**config.mk**
```make
export PLATFORM = sky130hd
export DESIGN_NAME = dmem_write_buffer_flat
export DESIGN_NICKNAME = d
export VERILOG_FILES = /design/src/rtl/dmem_write_buffer_if.sv /design/src/rtl/dmem_write_buffer.sv /design/src/flat_wrapper.sv
export SDC_FILE = /design/constraint.sdc
export NUM_CORES = 1
export LEC_CHECK = 0
export ABC_AREA = 1
export CAP_MARGIN = 5
export CORE_ASPECT_RATIO = 0.8
export CORE_MARGIN = 10
export CORE_UTILIZATION = 30
export CTS_CLUSTER_SIZE = 14
export DETAILED_ROUTE_END_ITERATION = 6
export PLACE_DENSITY = 0.51
export SYNTH_ARGS = -nofsm -noshare
export SYNTH_HDL_FRONTEND = slang
export SYNTH_SLANG_ARGS = --single-unit
```
**constraint.sdc**
```tcl
create_clock -name clk_i -period 6 [get_ports clk_i]
set_input_delay 0.6 -clock clk_i [delete_from_list [all_inputs] [get_ports clk_i]]
set_output_delay 0.6 -clock clk_i [all_outputs]
set_load 0.01 [all_outputs]
```
**src/rtl/dmem_write_buffer_if.sv**
```systemverilog
// Pipeline-side and memory-side signals of the MEM-stage write buffer.
interface dmem_write_buffer_if #(
    parameter int DEPTH = 4
);
    localparam int CW = $clog2(DEPTH) + 1;

    // pipeline side
    logic          MemRead_i;
    logic          MemWrite_i;
    logic [31:0]   addr_i;
    logic [31:0]   data_i;
    logic [31:0]   data_o;
    logic          stall_o;
    // backing memory side
    logic          mem_req_o;
    logic          mem_we_o;
    logic [31:0]   mem_addr_o;
    logic [31:0]   mem_wdata_o;
    logic [31:0]   mem_rdata_i;
    logic          mem_ack_i;
    // occupancy
    logic [CW-1:0] count_o;
    logic          full_o;
    logic          empty_o;

    modport slave (
        input  MemRead_i, MemWrite_i, addr_i, data_i, mem_rdata_i, mem_ack_i,
        output data_o, stall_o, mem_req_o, mem_we_o, mem_addr_o, mem_wdata_o,
               count_o, full_o, empty_o
    );

    modport master (
        output MemRead_i, MemWrite_i, addr_i, data_i, mem_rdata_i, mem_ack_i,
        input  data_o, stall_o, mem_req_o, mem_we_o, mem_addr_o, mem_wdata_o,
               count_o, full_o, empty_o
    );
endinterface

```
**src/rtl/dmem_write_buffer.sv**
```systemverilog
// Posted-write buffer for the MEM stage: stores are queued and drained in the
// background, loads forward from the youngest queued store or read memory.
module dmem_write_buffer #(
    parameter int DEPTH = 4
) (
    input  logic              clk_i,
    input  logic              rst_i,
    dmem_write_buffer_if.slave bus
);
    localparam int PW = $clog2(DEPTH);
    localparam int CW = PW + 1;

    typedef enum logic [1:0] {IDLE, WR, RD, RDONE} state_t;

    state_t        state;
    logic [29:0]   q_addr [DEPTH];
    logic [31:0]   q_data [DEPTH];
    logic [PW-1:0] head, tail, idx;
    logic [CW-1:0] count, count_nxt;
    logic          full, empty;
    logic [31:0]   rdata_q;
    logic          mem_req, mem_we;
    logic [31:0]   mem_addr, mem_wdata;
    logic          load, store, push, pop, hit, miss;
    logic [31:0]   fwd_data;
    logic [1:0]    unused_addr_bits;

    assign unused_addr_bits = bus.addr_i[1:0];

    // a combined read+write request is a load; its store half is dropped
    assign load  = bus.MemRead_i;
    assign store = bus.MemWrite_i && !bus.MemRead_i;
    assign push  = store && !full;
    assign pop   = (state == WR) && bus.mem_ack_i;
    // in RDONE the pending load is being answered from rdata_q
    assign miss  = load && !hit && (state != RDONE);

    // youngest-match search: scan oldest to youngest so later matches win
    always_comb begin
        hit      = 1'b0;
        fwd_data = '0;
        idx      = '0;
        for (int i = 0; i < DEPTH; i++) begin
            idx = head + PW'(i);
            if (CW'(i) < count && q_addr[idx] == bus.addr_i[31:2]) begin
                hit      = 1'b1;
                fwd_data = q_data[idx];
            end
        end
    end

    // next occupancy from simultaneous push/pop
    always_comb begin
        count_nxt = count;
        if (push && !pop)
            count_nxt = count + 1'b1;
        else if (pop && !push)
            count_nxt = count - 1'b1;
    end

    // entry storage; contents beyond count are don't-care so no reset needed
    always_ff @(posedge clk_i) begin
        if (push) begin
            q_addr[tail] <= bus.addr_i[31:2];
            q_data[tail] <= bus.data_i;
        end
    end

    // pointers and registered occupancy flags
    always_ff @(posedge clk_i) begin
        if (!rst_i) begin
            head  <= '0;
            tail  <= '0;
            count <= '0;
            full  <= 1'b0;
            empty <= 1'b1;
        end else begin
            if (push) tail <= tail + 1'b1;
            if (pop)  head <= head + 1'b1;
            count <= count_nxt;
            full  <= (count_nxt == CW'(DEPTH));
            empty <= (count_nxt == '0);
        end
    end

    // memory port FSM; request/address/data are held from assertion until ack
    always_ff @(posedge clk_i) begin
        if (!rst_i) begin
            state     <= IDLE;
            mem_req   <= 1'b0;
            mem_we    <= 1'b0;
            mem_addr  <= '0;
            mem_wdata <= '0;
            rdata_q   <= '0;
        end else begin
            case (state)
                IDLE: begin
                    if (miss) begin
                        state    <= RD;
                        mem_req  <= 1'b1;
                        mem_we   <= 1'b0;
                        mem_addr <= {bus.addr_i[31:2], 2'b00};
                    end else if (!empty) begin
                        state     <= WR;
                        mem_req   <= 1'b1;
                        mem_we    <= 1'b1;
                        mem_addr  <= {q_addr[head], 2'b00};
                        mem_wdata <= q_data[head];
                    end
                end
                WR: begin
                    if (bus.mem_ack_i) begin
                        state   <= IDLE;
                        mem_req <= 1'b0;
                    end
                end
                RD: begin
                    if (bus.mem_ack_i) begin
                        state   <= RDONE;
                        mem_req <= 1'b0;
                        rdata_q <= bus.mem_rdata_i;
                    end
                end
                RDONE:   state <= IDLE;
                default: state <= IDLE;
            endcase
        end
    end

    assign bus.data_o      = (load && hit && state != RDONE) ? fwd_data : rdata_q;
    assign bus.stall_o     = miss || (store && full);
    assign bus.mem_req_o   = mem_req;
    assign bus.mem_we_o    = mem_we;
    assign bus.mem_addr_o  = mem_addr;
    assign bus.mem_wdata_o = mem_wdata;
    assign bus.count_o     = count;
    assign bus.full_o      = full;
    assign bus.empty_o     = empty;
endmodule

```
**src/flat_wrapper.sv**
```systemverilog
// flat-port wrapper written by rule: the top's interface ports become plain ports
module dmem_write_buffer_flat 
#(
    parameter int DEPTH = 4
)
  (clk_i, rst_i, bus_MemRead_i, bus_MemWrite_i, bus_addr_i, bus_data_i, bus_mem_rdata_i, bus_mem_ack_i, bus_data_o, bus_stall_o, bus_mem_req_o, bus_mem_we_o, bus_mem_addr_o, bus_mem_wdata_o, bus_count_o, bus_full_o, bus_empty_o);
  dmem_write_buffer_if #(.DEPTH(DEPTH)) bus_i ();
  input  logic clk_i;
  input  logic rst_i;
  input wire logic [$bits(bus_i.MemRead_i)-1:0] bus_MemRead_i;
  input wire logic [$bits(bus_i.MemWrite_i)-1:0] bus_MemWrite_i;
  input wire logic [$bits(bus_i.addr_i)-1:0] bus_addr_i;
  input wire logic [$bits(bus_i.data_i)-1:0] bus_data_i;
  input wire logic [$bits(bus_i.mem_rdata_i)-1:0] bus_mem_rdata_i;
  input wire logic [$bits(bus_i.mem_ack_i)-1:0] bus_mem_ack_i;
  output wire logic [$bits(bus_i.data_o)-1:0] bus_data_o;
  output wire logic [$bits(bus_i.stall_o)-1:0] bus_stall_o;
  output wire logic [$bits(bus_i.mem_req_o)-1:0] bus_mem_req_o;
  output wire logic [$bits(bus_i.mem_we_o)-1:0] bus_mem_we_o;
  output wire logic [$bits(bus_i.mem_addr_o)-1:0] bus_mem_addr_o;
  output wire logic [$bits(bus_i.mem_wdata_o)-1:0] bus_mem_wdata_o;
  output wire logic [$bits(bus_i.count_o)-1:0] bus_count_o;
  output wire logic [$bits(bus_i.full_o)-1:0] bus_full_o;
  output wire logic [$bits(bus_i.empty_o)-1:0] bus_empty_o;
  assign bus_i.MemRead_i = bus_MemRead_i;
  assign bus_i.MemWrite_i = bus_MemWrite_i;
  assign bus_i.addr_i = bus_addr_i;
  assign bus_i.data_i = bus_data_i;
  assign bus_i.mem_rdata_i = bus_mem_rdata_i;
  assign bus_i.mem_ack_i = bus_mem_ack_i;
  assign bus_data_o = bus_i.data_o;
  assign bus_stall_o = bus_i.stall_o;
  assign bus_mem_req_o = bus_i.mem_req_o;
  assign bus_mem_we_o = bus_i.mem_we_o;
  assign bus_mem_addr_o = bus_i.mem_addr_o;
  assign bus_mem_wdata_o = bus_i.mem_wdata_o;
  assign bus_count_o = bus_i.count_o;
  assign bus_full_o = bus_i.full_o;
  assign bus_empty_o = bus_i.empty_o;
  dmem_write_buffer #(.DEPTH(DEPTH)) u_core (.clk_i(clk_i), .rst_i(rst_i), .bus(bus_i));
endmodule
```
-- Word level (Yosys, flattened, before mapping)
Memory sizes are Yosys's and may differ from the RTL's. A register that Yosys moved wholly into a read port is not among the register bits.
Index checks and enable logic that the tools add are counted.
- add/subtract/negate cells: 6
- bitwise gates (word level): 2
- reduce and logical (&&, ||, !) cells: 29
- mux-type cells: 29
- $lt $le $gt $ge: 4
- equal/unequal tests: 14
- operator list (cell ; number):
    2-to-1 mux 32 bit ; 7
    == test 30 bit ; 4
    2-to-1 mux 2 bit ; 8
    logical AND 1 bit ; 14
    2-to-1 mux 1 bit ; 10
    AND reduction 3 bit ; 3
    != test 2 bit, second input constant ; 4
    case mux 2 bit (4 select lines) ; 1
    < comparator 1 x 3 -> 1 bit, first input constant ; 2
    < comparator 2 x 3 -> 1 bit, first input constant ; 2
    2-to-1 mux 3 bit ; 2
    logical NOT 1 bit ; 5
    adder 2 x 1 -> 2 bit, second input constant ; 2
    adder 2 bit, second input constant ; 2
    == test 2 bit, second input constant ; 2
    AND reduction 2 bit ; 2
    adder 3 x 1 -> 3 bit, second input constant ; 1
    == test 3 bit, second input constant ; 1
    logical NOT 3 bit ; 1
    != test 3 bit, second input constant ; 1
    subtractor 3 x 1 -> 3 bit, second input constant ; 1
    == test 2 x 1 -> 1 bit, second input constant ; 1
    logical NOT 2 bit ; 1
    != test 2 x 1 -> 1 bit, second input constant ; 1
    5 further kinds ; 6
- flip-flop bits (word level): 109
- RAM bits: 248
- output and inout bits: 104
- memories: 2
- bits of input ports: 101
- logic and storage cells: 97
- memories (memory ; depth ; width ; rd ports ; clocked after memory_dff ; write ports ; line ; source):
    u_core.q_data ; 4 ; 32 ; 4 ; 1 ; 1 ; dmem_write_buffer.sv:17 ; logic [31:0] q_data [DEPTH];
    u_core.q_addr ; 4 ; 30 ; 4 ; 1 ; 1 ; dmem_write_buffer.sv:16 ; logic [29:0] q_addr [DEPTH];

-- Logic depth before layout (Yosys ltp)
An unclocked memory read counts as a cell.
- depth in word-level cells: 12
- gate-level depth with buffers: 22
- mapped depth without buffers: 19

-- Worst setup path after synthesis
OpenSTA, ideal clock, no wires.
- path kind: input to register
- from: in bus_MemRead_i
- to: mem u_core.q_addr[0][0] (enable)
- data required time: 5.518 ns
- setup slack: 1.875 ns
- arrival time: 3.642 ns
- path buffers: 0
- library setup time: 0.482 ns
- stages: 5
- cell sequence: inv_1 -> nand2_1 -> nor2_1 -> clkinv_1 -> nor2_1
- word-level cells in the longest chain between the ends: 5
- RTL lines (item ; line ; source):
    from (decl) ; flat_wrapper.sv:10 ; input wire logic [$bits(bus_i.MemRead_i)-1:0] bus_MemRead_i;
    logical NOT 1 bit ; dmem_write_buffer.sv:32 ; assign store = bus.MemWrite_i && !bus.MemRead_i;
    logical AND 1 bit ; dmem_write_buffer.sv:32 ;
    logical AND 1 bit ; dmem_write_buffer.sv:33 ; assign push = store && !full;
    2-to-1 mux 1 bit ; dmem_write_buffer.sv:63 ; if (push) begin
    2-to-1 mux 1 bit (not written as such) ; dmem_write_buffer.sv:64 ; q_addr[tail] <= bus.addr_i[31:2];
    to (decl) ; dmem_write_buffer.sv:16 ;
No other way between the ends.

-- Worst setup path in the final report
- from: reg u_core.head[0]
- to: out bus_data_o[31]
- word-level cells in the longest chain between the ends: 10
- elaborated cells between the ends (all ways): 20
- classes of those cells: 3 x add/sub; 3 x eq/ne; 7 x mux; 5 x reduce/logical; 2 x memory
- RTL lines (item ; line ; source):
    from (decl) ; dmem_write_buffer.sv:18 ; logic [PW-1:0] head, tail, idx;
    from (signal assigned) ; dmem_write_buffer.sv:79 ; if (pop) head <= head + 1'b1;
    adder 2 x 1 -> 2 bit ; dmem_write_buffer.sv:44 ; idx = head + PW'(i);
    memory read (4 x 30 bit) ; -- ;
    == test 30 bit ; dmem_write_buffer.sv:45 ; if (CW'(i) < count && q_addr[idx] == bus.addr_i[31:2]) begin
    logical AND 1 bit ; dmem_write_buffer.sv:45 ;
    2-to-1 mux 1 bit (3 in a row) ; dmem_write_buffer.sv:45 ;
    logical AND 1 bit (2 in a row) ; dmem_write_buffer.sv:130 ; assign bus.data_o = (load && hit && state != RDONE) ? fwd_data : rdata_q;
    2-to-1 mux 32 bit * ; dmem_write_buffer.sv:130 ;
    to (decl) ; flat_wrapper.sv:16 ; output wire logic [$bits(bus_i.data_o)-1:0] bus_data_o;
Mark *: on every way between the ends. The rest lies on a longest branch, timed or not.

==> results.tsv <==
stage	metric	value	unit
worst_hold_path	hp-class	register to register	
flow_run	drv_cap	0	
floorplanning	pin_count	205	
worst_setup_path	end_kind	output pin	
detailed_routing	wl_met1	40700	um
sta	tightest_slew	1050	ps
cells_and_area	final_nets	3583	
sta	hold_viol	0	
worst_setup_path	required	5400	ps
global_route	grt_max_degree	136	
synth	synth_cells	3378	
detailed_routing	drt_iter0_markers	2078	
clock_network	htreeDepth	2	
synth	ys_seq_area_share	42.8	%
clock_network	cts_tree	yes	
cells_and_area	diodes	0	
cells_and_area	postLayoutCellArea	26700	um^2
sta	slew_violations	0	
sta	clock_skew	26.3	ps
detailed_routing	viasPerCell	4.93	
synth	dominantRegCellSynth	edfxtp_1	
sta	finalCritPeriodShare	93.6	%
synth	synth_edf_count	248	
pwr	p_per_area	344	nW/um^2
clock_network	insertion_delay	600	ps
clock_network	cts_buffer_depth	3	
floorplanning	rows	89	
sta	relSlewSlack	29.8	%
detailed_routing	wl_per_cell	19.0	um
worst_setup_path	cp-start-kind	register	
clock_network	cts_made_buffers	45	
floorplanning	dieArea	86300	um^2
cells_and_area	multi_input_area	11300	um^2
global_route	grt_pass1_vias	20093	
placed_design	place_ws	924	ps
outcome	status	complete, no violations	
cells_and_area	drive_gt1_share	3.99	%
detailed_routing	wl_met3	6480	um
detailed_routing	antenna_left	0	
clock_network	root_buffer	clkbuf_16	
synth	async_flop_share	0	%
cells_and_area	seq_area	9640	um^2
detailed_routing	top_layer	met5	
placed_design	hpwl	55200	um
floorplanning	die_x	326	um
worst_hold_path	hp-start	u_core.bus.mem_wdata_o[0]$_SDFFE_PN0P_	
worst_setup_path	cp_max_fo	82	
floorplanning	die_y	265	um
detailed_routing	dr_wl_met2	37200	um
pwr	power_leakage	11.8	nW
sta	finalSetupViolCount	0	
clock_network	clkTransAtPathRegs	60	ps
detailed_routing	via_count	22226	
worst_setup_path	cp-startpoint	u_core.head[0]$_SDFFE_PN0P_	
worst_setup_path	worst-setup-path-type	register to output pin	
synth	netlist_area	22500	um^2
sta	fin_tns_setup	0	ps
sta	period_needed	5620	ps
placed_design	place.port_buffers	200	
detailed_routing	drc_errors	0	
sta	rsz0062_at_grt	false	
global_route	grt-ovfl-total	0	
placed_design	gp_congestion	0.857	
worst_setup_path	r2r_start	u_core.head[0]$_SDFFE_PN0P_	
synth	ys_ff_latch	357	
clock_network	postCtsHoldBufs	0	
placed_design	dpl-instance-area	25300	um^2
sta	fmax	178	MHz
detailed_routing	drt_pass1_iterations	6	
synth	synth_cell_type_count	32	
clock_network	cts.sinks	357	
cells_and_area	area_growth	18.9	%
pwr	power	0.00918	W
global_route	grt_pass1_wl	128000	um
floorplanning	core	74100	um^2
floorplanning	start_util	30.4	%
worst_setup_path	critPathArrivalTime	5020	ps
detailed_routing	wl	85900	um
global_route	grt_usage	18.9	%
cells_and_area	fin_util	36.1	%
synth	ys_warn_count	0	
sta	setup_slack	384	ps
synth	syn_avg_cell_area	6.65	um^2
cells_and_area	fillers	7866	
global_route	antenna_found_initial	10	
pwr	ir_drop	0.000173	V
## final cells by class
cell class / count / area share (%)
flip-flops and latches: 357 / 36.1
inverters: 179 / 2.54
repair buffers: 246 / 9.16
clock buffers: 65 / 4.76
multi-input cells: 2642 / 42.3
clock inverters: 19 / 0.557
well taps: 1001 / 4.68
## cell families (layout without fill, tap and decap cells)
kind of cell / Yosys count / after routing / synth area share [%]
buffers and inverters: 380 / 509 / 7.21
DFF: 357 / 357 / 42.8
adders and majority gates: 11 / 11 / 0.612
and+or+nand+nor: 2167 / 2167 / 38.4
other: 1 / 2 / 0.0167
xor gates and xnor gates: 3 / 3 / 0.117
AOI/OAI and AO/OA: 458 / 458 / 10.8
muxes: 1 / 1 / 0.0501
## layer usage
| layer | up-vias | track usage (%) |
|---|---|---|
| met5 | - | 0 |
| met4 | 18 | 4.22 |
| met3 | 122 | 3.14 |
| met2 | 767 | 28.9 |
| met1 | 10202 | 27.6 |
| li1 | 11117 | - |
## worst max-delay path, cell delays in order, from the launching register on
cell             delay (ps)
dfxtp_4                 590
buf_4                   720
o21ai_0                 280
nand2_1                 130
nand2_1                  60
nand2_1                  70
nand2_1                  50
nor2_1                   80
nand2_1                  50
nor2_1                  200
nand2_1                 130
nor2_4                  410
nor2_2                  170
nand2_1                 110
nand2_2                  60
buf_12                  190
a31oi_1                 210
nand2_1                 150
nand2_1                  90
clkdlybuf4s50_1         530
## cells in the mapped netlist, types with 2 or more instances
cell type,instances,area share [%]
clkbuf_1,110,1.8
a21boi_0,2,0.067
xnor2_1,2,0.078
nand3_1,279,6.2
o211ai_1,32,1.1
buf_2,46,1.0
a31oi_1,32,0.89
inv_1,174,2.9
o21ai_1,31,0.69
buf_1,15,0.25
inv_2,4,0.067
nand2_2,4,0.11
o21ai_0,178,4.0
nor2_2,3,0.084
nand2_1,1552,26
ha_1,11,0.61
clkbuf_2,2,0.045
edfxtp_1,248,33
buf_4,20,0.67
nand3b_1,30,1.0
dfxtp_1,109,9.7
nor2_1,295,4.9
a21oi_1,183,4.1
buf_6,8,0.40
## repair_timing
| item | CTS | global route |
|---|---|---|
| buffers inserted | 0 | 0 |
| setup endpoints to repair | 0 | 28 |
| resized for setup | 0 | 1 |
## power by group
part,total [W],switching [W],internal (W)
Sequential,0.00310,0.000175,0.00292
Combinational,0.00344,0.00221,0.00123
Clock,0.00265,0.00112,0.00152
Total,0.00918,0.00351,0.00567
## state kept, by name, summed over array words and instances (netlist names), named ones only
| name | cells |
|---|---|
| u_core.tail | 2 |
| u_core.q_addr | 120 |
| u_core.bus.mem_addr_o | 30 |
| u_core.rdata_q | 32 |
| u_core.q_data | 128 |
| u_core.bus.full_o | 1 |
| u_core.bus.mem_we_o | 1 |
| u_core.state | 2 |
| u_core.bus.count_o | 3 |
| u_core.bus.empty_o | 1 |
| u_core.bus.mem_wdata_o | 32 |
| u_core.bus.mem_req_o | 1 |
| u_core.head | 2 |
## final timing paths
kind,endpoint,slack (ps),cells past startpoint
worst min register to register,u_core.bus.mem_wdata_o[0]$_SDFFE_PN0P_,470,2
worst max-delay path,bus_data_o[31],380,19
worst max register to register,u_core.bus.mem_wdata_o[0]$_SDFFE_PN0P_,1570,17
worst min-delay path,u_core.bus.mem_wdata_o[0]$_SDFFE_PN0P_,470,2
## cells in the final DEF (no fill, tap or decap), types with 2 or more instances in the layout
master	instances
nand2_1	1550
nor2_1	289
nand3_1	279
edfxtp_1	248
clkdlybuf4s50_1	199
a21oi_1	183
o21ai_0	178
inv_1	172
dfxtp_1	106
clkbuf_16	46
buf_4	38
a31oi_1	32
o211ai_1	32
o21ai_1	31
nand3b_1	30
clkbuf_1	14
clkinv_2	11
ha_1	11
nor2_4	8
buf_12	8
clkinv_1	5
clkbuf_8	5
nand2_2	4
inv_4	3
a21boi_0	2
nor2_2	2
inv_2	2
xnor2_1	2
nand2_4	2
dfxtp_4	2
conb_1	2
clkinvlp_4	2
## metrics by stage
stage	instances	hold WS, ps
floorplan	3379	455
global route	4509	486
global placement	4425	458
CTS	4509	455
detailed placement	4425	458
finish	4509	465
Power figures use the tool's default switching activity.
